<file path="config.mk">
export PLATFORM = sky130hd
export DESIGN_NAME = inpmem_ctrl
export DESIGN_NICKNAME = d
export VERILOG_FILES = /design/src/rtl/inpmem_ctrl_pkg.sv /design/src/rtl/inpmem_skid.sv /design/src/rtl/inpmem_ctrl.sv
export SDC_FILE = /design/constraint.sdc
export NUM_CORES = 1
export LEC_CHECK = 0
export ABC_AREA = 1
export BUFFER_PORTS_ARGS = -buffer_cell sky130_fd_sc_hd__buf_4
export CAP_MARGIN = 20
export CORE_ASPECT_RATIO = 2
export CORE_MARGIN = 2
export CORE_UTILIZATION = 50
export CTS_CLUSTER_DIAMETER = 120
export CTS_CLUSTER_SIZE = 40
export DETAILED_ROUTE_END_ITERATION = 8
export PLACE_DENSITY_LB_ADDON = 0.25
export SLEW_MARGIN = 20
export SYNTH_ARGS = -nofsm -noshare
export SYNTH_HDL_FRONTEND = slang
export SYNTH_SLANG_ARGS = --single-unit
</file>
<file path="constraint.sdc">
create_clock -name clk -period 2.7 [get_ports clk]
set_input_delay 0.135 -clock clk [delete_from_list [all_inputs] [get_ports clk]]
set_output_delay 0.135 -clock clk [all_outputs]
set_load 0.005 [all_outputs]
</file>
<file path="src/rtl/inpmem_ctrl_pkg.sv">
`default_nettype none
// ============================================================================
//  Module   : inpmem_ctrl_pkg
//  Brief    : Shared state encodings and SRAM control levels for inpmem_ctrl.
//  Revision : 1.0
// ============================================================================
package inpmem_ctrl_pkg;

    localparam int c_STATE_W = 2;

    localparam logic [c_STATE_W-1:0] c_ST_IDLE   = 2'd0;
    localparam logic [c_STATE_W-1:0] c_ST_STREAM = 2'd1;
    localparam logic [c_STATE_W-1:0] c_ST_DRAIN  = 2'd2;

    // SRAM strobes are active low
    localparam logic c_CEN_ON  = 1'b0;
    localparam logic c_CEN_OFF = 1'b1;
    localparam logic c_WEN_WR  = 1'b0;
    localparam logic c_WEN_RD  = 1'b1;

endpackage
`default_nettype wire

</file>
<file path="src/rtl/inpmem_skid.sv">
`default_nettype none
// ============================================================================
//  Module   : inpmem_skid
//  Brief    : 2-entry FIFO that catches SRAM read returns ahead of the feeder.
//  Revision : 1.0
// ============================================================================
module inpmem_skid #(
    parameter int DATA_W = 8
) (
    input  logic              clk,
    input  logic              rst,
    input  logic              i_push,
    input  logic [DATA_W-1:0] i_data,
    input  logic              i_pop,
    output logic              o_full,
    output logic              o_empty,
    output logic [DATA_W-1:0] o_head
);

    logic [DATA_W-1:0] r_mem [2];
    logic              r_wp;
    logic              r_rp;
    logic [1:0]        r_cnt;
    logic              w_push;
    logic              w_pop;

    assign o_full  = (r_cnt == 2'd2);
    assign o_empty = (r_cnt == 2'd0);
    assign o_head  = r_mem[r_rp];

    assign w_pop  = i_pop & ~o_empty;
    // A pop frees the head slot in the same cycle, so a full FIFO may still accept
    assign w_push = i_push & (~o_full | w_pop);

    always_ff @(posedge clk) begin
        if (rst) begin
            r_wp  <= 1'b0;
            r_rp  <= 1'b0;
            r_cnt <= 2'd0;
        end else begin
            if (w_push) r_wp <= ~r_wp;
            if (w_pop)  r_rp <= ~r_rp;
            r_cnt <= r_cnt + {1'b0, w_push} - {1'b0, w_pop};
        end
    end

    always_ff @(posedge clk) begin
        if (w_push) r_mem[r_wp] <= i_data;
    end

endmodule
`default_nettype wire

</file>
<file path="src/rtl/inpmem_ctrl.sv">
`default_nettype none
// ============================================================================
//  Module   : inpmem_ctrl
//  Brief    : Input SRAM sequencer: host write arbitration and burst streaming.
//  Revision : 1.0
// ============================================================================
module inpmem_ctrl
    import inpmem_ctrl_pkg::*;
#(
    parameter int ADDR_W = 16,
    parameter int DATA_W = 8,
    parameter int LEN_W  = 16
) (
    input  logic              clk,
    input  logic              rst,
    input  logic              wr_valid,
    output logic              wr_ready,
    input  logic [ADDR_W-1:0] wr_addr,
    input  logic [DATA_W-1:0] wr_data,
    input  logic              start,
    input  logic [ADDR_W-1:0] base_addr,
    input  logic [LEN_W-1:0]  len,
    output logic              busy,
    output logic              done,
    output logic              out_valid,
    input  logic              out_ready,
    output logic [DATA_W-1:0] out_data,
    output logic              mem_cen,
    output logic              mem_wen,
    output logic [ADDR_W-1:0] mem_a,
    output logic [DATA_W-1:0] mem_d,
    input  logic [DATA_W-1:0] mem_q
);

    logic [c_STATE_W-1:0] r_state;
    logic [c_STATE_W-1:0] w_state_nxt;
    logic [ADDR_W-1:0]    r_rd_addr;
    logic [LEN_W-1:0]     r_remain;
    logic [1:0]           r_credit;
    logic                 r_wr_ready;
    logic                 r_zero_done;
    logic                 r_ret;
    logic                 r_mem_cen;
    logic                 r_mem_wen;
    logic [ADDR_W-1:0]    r_mem_a;
    logic [DATA_W-1:0]    r_mem_d;

    logic                 w_pop;
    logic                 w_push;
    logic                 w_can_issue;
    logic                 w_write;
    logic                 w_issue;
    logic                 w_load;
    logic                 w_zero;
    logic                 w_last_pop;
    logic                 w_empty;
    logic                 w_full;
    logic [ADDR_W-1:0]    w_issue_addr;

    // Credits count reads issued but not yet consumed; a same-cycle pop frees one
    assign w_pop        = out_valid & out_ready;
    assign w_can_issue  = (r_credit < 2'd2) | w_pop;
    assign w_push       = r_ret & (~w_full | w_pop);
    assign w_last_pop   = (r_state == c_ST_DRAIN) & w_pop & (r_credit == 2'd1);
    assign w_issue_addr = (r_state == c_ST_IDLE) ? base_addr : r_rd_addr;

    always_comb begin
        w_state_nxt = r_state;
        w_write     = 1'b0;
        w_issue     = 1'b0;
        w_load      = 1'b0;
        w_zero      = 1'b0;
        case (r_state)
            c_ST_IDLE: begin
                if (r_wr_ready) begin
                    if (wr_valid) begin
                        w_write = 1'b1;
                    end else if (start) begin
                        if (len == '0) begin
                            w_zero = 1'b1;
                        end else begin
                            // First read goes out on the start decision itself
                            w_load      = 1'b1;
                            w_issue     = 1'b1;
                            w_state_nxt = (len == LEN_W'(1)) ? c_ST_DRAIN : c_ST_STREAM;
                        end
                    end
                end
            end
            c_ST_STREAM: begin
                if (w_can_issue) begin
                    w_issue = 1'b1;
                    if (r_remain == LEN_W'(1)) w_state_nxt = c_ST_DRAIN;
                end
            end
            c_ST_DRAIN: begin
                if (w_last_pop) w_state_nxt = c_ST_IDLE;
            end
            default: w_state_nxt = c_ST_IDLE;
        endcase
    end

    always_ff @(posedge clk) begin
        if (rst) begin
            r_state     <= c_ST_IDLE;
            r_wr_ready  <= 1'b0;
            r_zero_done <= 1'b0;
            r_ret       <= 1'b0;
            r_credit    <= 2'd0;
            r_rd_addr   <= '0;
            r_remain    <= '0;
            r_mem_cen   <= c_CEN_OFF;
            r_mem_wen   <= c_WEN_RD;
            r_mem_a     <= '0;
            r_mem_d     <= '0;
        end else begin
            r_state     <= w_state_nxt;
            r_wr_ready  <= (w_state_nxt == c_ST_IDLE);
            r_zero_done <= w_zero;
            r_ret       <= (r_mem_cen == c_CEN_ON) && (r_mem_wen == c_WEN_RD);
            r_credit    <= r_credit + {1'b0, w_issue} - {1'b0, w_pop};

            if (w_load) begin
                r_rd_addr <= base_addr + ADDR_W'(1);
                r_remain  <= len - LEN_W'(1);
            end else if (w_issue) begin
                r_rd_addr <= r_rd_addr + ADDR_W'(1);
                r_remain  <= r_remain - LEN_W'(1);
            end

            if (w_write) begin
                r_mem_cen <= c_CEN_ON;
                r_mem_wen <= c_WEN_WR;
                r_mem_a   <= wr_addr;
                r_mem_d   <= wr_data;
            end else if (w_issue) begin
                r_mem_cen <= c_CEN_ON;
                r_mem_wen <= c_WEN_RD;
                r_mem_a   <= w_issue_addr;
            end else begin
                r_mem_cen <= c_CEN_OFF;
                r_mem_wen <= c_WEN_RD;
            end
        end
    end

    inpmem_skid #(
        .DATA_W (DATA_W)
    ) u_skid (
        .clk     (clk),
        .rst     (rst),
        .i_push  (w_push),
        .i_data  (mem_q),
        .i_pop   (w_pop),
        .o_full  (w_full),
        .o_empty (w_empty),
        .o_head  (out_data)
    );

    assign out_valid = ~w_empty;
    assign wr_ready  = r_wr_ready;
    assign busy      = (r_state != c_ST_IDLE);
    assign done      = r_zero_done | w_last_pop;
    assign mem_cen   = r_mem_cen;
    assign mem_wen   = r_mem_wen;
    assign mem_a     = r_mem_a;
    assign mem_d     = r_mem_d;

endmodule
`default_nettype wire
</file>
-- Word level (Yosys, flattened, before mapping)
Memory sizes are Yosys's and may differ from the RTL's. A register that Yosys moved wholly into a read port is not among the register bits.
Index checks and enable logic that the tools add are counted.
- RAM bits: 16
- bits of input ports: 69
- memories kept: 1
- register bits after elaboration: 69
- output and inout port bits: 38
- logic and storage cells: 91
- memory list (memory ; depth ; width ; read ports ; clocked after memory_dff ; wr ports ; RTL line ; source):
    u_skid.r_mem ; 2 ; 8 ; 1 ; 1 ; 1 ; inpmem_skid.sv:20 ; logic [DATA_W-1:0] r_mem [2];
- magnitude comparators: 1
- bitwise gates (word level): 18
- mux-type cells: 34
- equal/unequal tests: 6
- reduce and logical (&&, ||, !) cells: 9
- add/subtract/negate cells: 8
- operators with widths (operator ; count):
    2-to-1 mux 16 bit ; 7
    adder 16 x 1 -> 16 bit, second input constant ; 2
    == test 16 x 1 -> 1 bit, second input constant ; 2
    subtractor 16 x 1 -> 16 bit, second input constant ; 2
    2-to-1 mux 1 bit ; 17
    logical NOT 16 bit ; 1
    2-to-1 mux 2 bit ; 8
    inverter 1 bit ; 8
    AND 1 bit ; 6
    logical NOT 2 bit ; 3
    one-hot mux 2 bit (3 select lines) ; 1
    nonzero test 2 bit ; 3
    OR reduction 5 bit ; 1
    adder 2 x 1 -> 2 bit ; 2
    == test 2 x 1 -> 1 bit, second input constant ; 2
    == test 2 bit, second input constant ; 2
    OR 1 bit ; 4
    subtractor 2 x 1 -> 2 bit ; 2
    less-than comparator 2 bit, second input constant ; 1
    one-hot mux 1 bit (2 select lines) ; 1
    logical AND 1 bit ; 1

-- Depth between registers and ports, before layout
- depth after elaboration: 8
- mapped depth: 19
- mapped depth without buffers: 18

-- Modules after synthesis
A second synthesis with hierarchy kept.
- cells, all modules: 719
- area, all modules: 5181.2 µm²
- by module, submodules not included (module ; cells each ; sequential area each (µm²) ; instances ; area each (µm²)):
    inpmem_ctrl ; 661 ; 1301.2 ; 1 ; 4346.7
    inpmem_skid ; 58 ; 580.6 ; 1 ; 834.6

-- Worst setup path before layout
OpenSTA, ideal clock, no wires.
- path kind: reg2reg
- start: register u_skid.r_cnt[1]
- end: register r_credit[1]
- library setup time: 0.070 ns
- slack: 0.560 ns
- cell stages (with the launch flop): 14
- buffers on the path: 1
- arrival: 2.070 ns
- period minus slack after synthesis: 2.140 ns
- required time: 2.630 ns
- cells stage by stage: dfxtp_1 -> or2_1 -> nand2_1 -> nand2_1 -> nand2_2 -> inv_2 -> nor2_8 -> buf_2 -> ha_1 -> inv_1 -> ha_1 -> xor2_1 -> o21ai_0 -> a21oi_1
- word-level cells in the longest chain between the ends: 8
- ends and longest elaborated chain (element ; RTL line ; source):
    from (decl) ; inpmem_skid.sv:23 ; logic [1:0] r_cnt;
    from (signal assigned) ; inpmem_skid.sv:43 ; r_cnt <= r_cnt + {1'b0, w_push} - {1'b0, w_pop};
    logical NOT 2 bit * ; inpmem_skid.sv:28 ; assign o_empty = (r_cnt == 2'd0);
    inverter 1 bit * ; inpmem_ctrl.sv:160 ; assign out_valid = ~w_empty;
    net out_valid ; inpmem_ctrl.sv:25 ; output logic out_valid,
    AND 1 bit * ; inpmem_ctrl.sv:61 ; assign w_pop = out_valid & out_ready;
    OR 1 bit ; inpmem_ctrl.sv:62 ; assign w_can_issue = (r_credit < 2'd2) | w_pop;
    2-to-1 mux 1 bit ; inpmem_ctrl.sv:91 ; if (w_can_issue) begin
    one-hot mux 1 bit (2 select lines) ; inpmem_ctrl.sv:73 ; case (r_state)
    adder 2 x 1 -> 2 bit ; inpmem_ctrl.sv:121 ; r_credit <= r_credit + {1'b0, w_issue} - {1'b0, w_pop};
    subtractor 2 x 1 -> 2 bit * ; inpmem_ctrl.sv:121 ;
    to (signal assigned) ; inpmem_ctrl.sv:121 ;
    to (decl) ; inpmem_ctrl.sv:39 ; logic [1:0] r_credit;
Mark *: on every way through the listed nets, which the timed path passes. The rest lies on a longest branch.
A chain may end at the register's enable or synchronous reset.

-- Final worst setup path
- start: register r_state[1]
- end: register r_remain[8]
- word-level cells in the longest chain between the ends: 3
- elaborated cells between the ends (all ways): 6
- classes of those cells: eq/ne (1); mux (3); reduce/logical (2)
- ends and longest elaborated chain (element ; RTL line ; source):
    from (decl) ; inpmem_ctrl.sv:35 ; logic [c_STATE_W-1:0] r_state;
    from (signal assigned) ; inpmem_ctrl.sv:105 ; r_state <= c_ST_IDLE;
    from (signal assigned) ; inpmem_ctrl.sv:117 ; r_state <= w_state_nxt;
    == test 2 x 1 -> 1 bit or logical NOT 2 bit (tied branches) ; inpmem_ctrl.sv:73 ;
    one-hot mux 1 bit (2 select lines) or 2-to-1 mux 1 bit (tied branches) ; inpmem_ctrl.sv:73 ;
    nonzero test 2 bit (no line) or 2-to-1 mux 16 bit (tied branches) ; - ;
    to (signal assigned) ; inpmem_ctrl.sv:125 ; r_remain <= len - LEN_W'(1);
    to (signal assigned) ; inpmem_ctrl.sv:128 ; r_remain <= r_remain - LEN_W'(1);
    to (decl) ; inpmem_ctrl.sv:38 ; logic [LEN_W-1:0] r_remain;
Several ways; a longest one is shown, not always the timed one.

==> flow_metrics.tcl <==
set metrics [dict create \
    status "complete, no violations" \
    hp-class "input pin to register" \
    post-cts-setup-buffers 0 \
    final_core_util_pct 64.3 \
    place_congestion 0.917 \
    critPathLaunchType "register" \
    rsz0062_at_grt "false" \
    finalPower_mw 3.64 \
    cp.arrival_ps 2770 \
    die_x_um 74.3 \
    portBuffers 106 \
    cts_tree "done" \
    fill_cells 891 \
    cts_sinks 86 \
    ys_seq_area_share_pct 38.1 \
    drt-total-wl_um 13900 \
    fin_crit_ps 2530 \
    yosys_warnings 0 \
    clk_latency_ps 350 \
    crit_path_end_kind "register" \
    fin_hold_ws_ps 42.6 \
    timing.fmax_ghz 0.396 \
    leakage_nw 2.82 \
    synthCells 670 \
    met2_length_um 7670 \
    powerDensity_nw_per_um2 584 \
    drc_errors 0 \
    layout-drive-gt1-share_pct 25.1 \
    cts-root-buf "clkbuf_16" \
    ios 107 \
    avgSynthCellArea_um2 7.38 \
    cts_buffers 9 \
    antenna_cells 0 \
    post_cts_resized 0 \
    synth_area_um2 4940 \
    fin_cells 917 \
    hpwl_um 10600 \
    final_common_cell "buf_4" \
    syn_nets 748 \
    syn_to_final_growth_pct 26.2 \
    start_util_pct 51.0 \
    clock_path_buffers 2 \
    ir_drop_mv 0.347 \
    slew_headroom_pct 48.6 \
    clock_skew_ps 4.70 \
    criticalPathCategory "register to register" \
    worstMarginPinSlew_ps 768 \
    layout.nets 858 \
    dieArea_um2 10700 \
    fin_crit_sh_pct 93.6 \
    crit_required_ps 2940 \
    grt_pass1_wl_um 21700 \
    die_h_um 145 \
    cts.clk_slew.worst_paths_ps 70 \
    gr-total-overflow 0 \
    wl_met1_um 4830 \
    maxCapViolCount 0 \
    grt_max_degree 34 \
    avgRoutedWirePerCell_um 15.2 \
    cts_hold_buf 8 \
    grtUsageTotal_pct 26.2 \
    viasPerCell 5.46 \
    drtPass1Iterations 5 \
    rows 51 \
    hold_viol 0 \
    synth_seq_cells 86 \
    setup_tns_ps 0 \
    wl_met3_um 672 \
    grt_pass1_vias 4863 \
    placedCellCount 893 \
    drt_iter0_drc 249 \
    htreeDepth 3 \
    cp_max_fo 33 \
    highest_layer "met4" \
    mostFrequentLayoutCells "buf_4, nand2_1, nor2_1" \
    antenna_found_initial 0 \
    final_max_slew_viol_count 0 \
    ys_types 49 \
    setup_viol 0 \
    final_antenna_net_count 0 \
    core_um2 9700 \
    vias 5003 \
]
power breakdown:
group	leakage (nW)	total [mW]	internal, mW	switching (mW)
Clock	0.148	1.24	0.656	0.587
Combinational	1.95	0.887	0.402	0.485
Sequential	0.718	1.51	1.42	0.0923
flip-flops by register name, summed over array words and instances, names as in the netlist, 2 cells and up, named ones only:
register      cells
mem_a            16
mem_d             8
r_credit          2
r_rd_addr        16
r_remain         16
r_state           2
u_skid.r_cnt      2
u_skid.r_mem     16
cell type report:
cell class              instances  area, µm²  area share (%)
multi-input cells             482       2630            42.2
flip-flops and latches         86       1880            30.2
repair buffers                130        996            16.0
inverters                      71        267            4.27
clock buffers                   9        225            3.61
well taps                     132        165            2.65
clock inverters                 7       71.3            1.14
layer usage:
layer / up-vias / GRT usage [%]
met5: - / 0
met4: 0 / 16.8
met3: 50 / 4.39
met2: 174 / 49.2
met1: 2314 / 25.2
li1: 2465 / -
metrics by stage:
stage | cell area [µm²] | worst slack (ps)
after floorplan | 4940 | 560
after global placement | 5860 | 314
after detailed placement | 5860 | 181
after CTS | 6240 | 233
after global routing | 6240 | 27.1
final | 6240 | 173
cell usage after synthesis, drive strengths merged:
cell type / number / area share [%]
a211oi: 3 / 0.46
a21oi: 40 / 4.2
a31oi: 12 / 1.5
a32oi: 1 / 0.18
and3b: 1 / 0.18
buf: 14 / 2.0
clkbuf: 17 / 1.3
dfxtp: 70 / 28
edfxtp: 16 / 9.7
ha: 9 / 2.3
inv: 71 / 5.4
mux2: 8 / 1.8
nand2: 140 / 12
nand3: 41 / 4.4
nand3b: 7 / 1.1
nand4: 6 / 0.76
nor2: 95 / 8.8
nor3: 8 / 1.0
nor3b: 2 / 0.30
nor4: 6 / 0.76
o2111ai: 3 / 0.53
o211ai: 20 / 3.0
o21ai: 53 / 5.5
o21bai: 5 / 0.76
o221ai: 1 / 0.18
o22ai: 1 / 0.13
o311ai: 1 / 0.18
o31a: 1 / 0.18
o31ai: 1 / 0.15
or2: 4 / 0.51
xnor2: 4 / 0.71
xor2: 9 / 1.6
critical path, stage by stage (launching register included):
cell	delay [ps]
dfxtp_1	330
inv_1	90
nand2_1	190
nor2_2	320
nand2_4	220
inv_2	160
nor2_8	40
inv_2	310
buf_4	420
o211ai_1	150
o211ai_1	110
inv_1	50
final timing paths:
kind                                  from          end  slack, ps  depth (start not counted)
worst max register to register  r_state[1]  r_remain[8]        170                         11
worst min-delay path            wr_data[3]     mem_d[3]         40                          3
worst min register to register     mem_cen        r_ret        440                          1
worst max-delay path            r_state[1]  r_remain[8]        170                         11
cells by family after synthesis:
family	after synthesis	synth area share, %
mux	8	1.82
buf+inv	102	8.71
xor+xnor	13	2.30
compound gates	142	17.0
fa+ha+maj	9	2.28
flops	86	38.1
simple gates	310	29.8
Note: power is estimated with default switching activity, not from simulation.
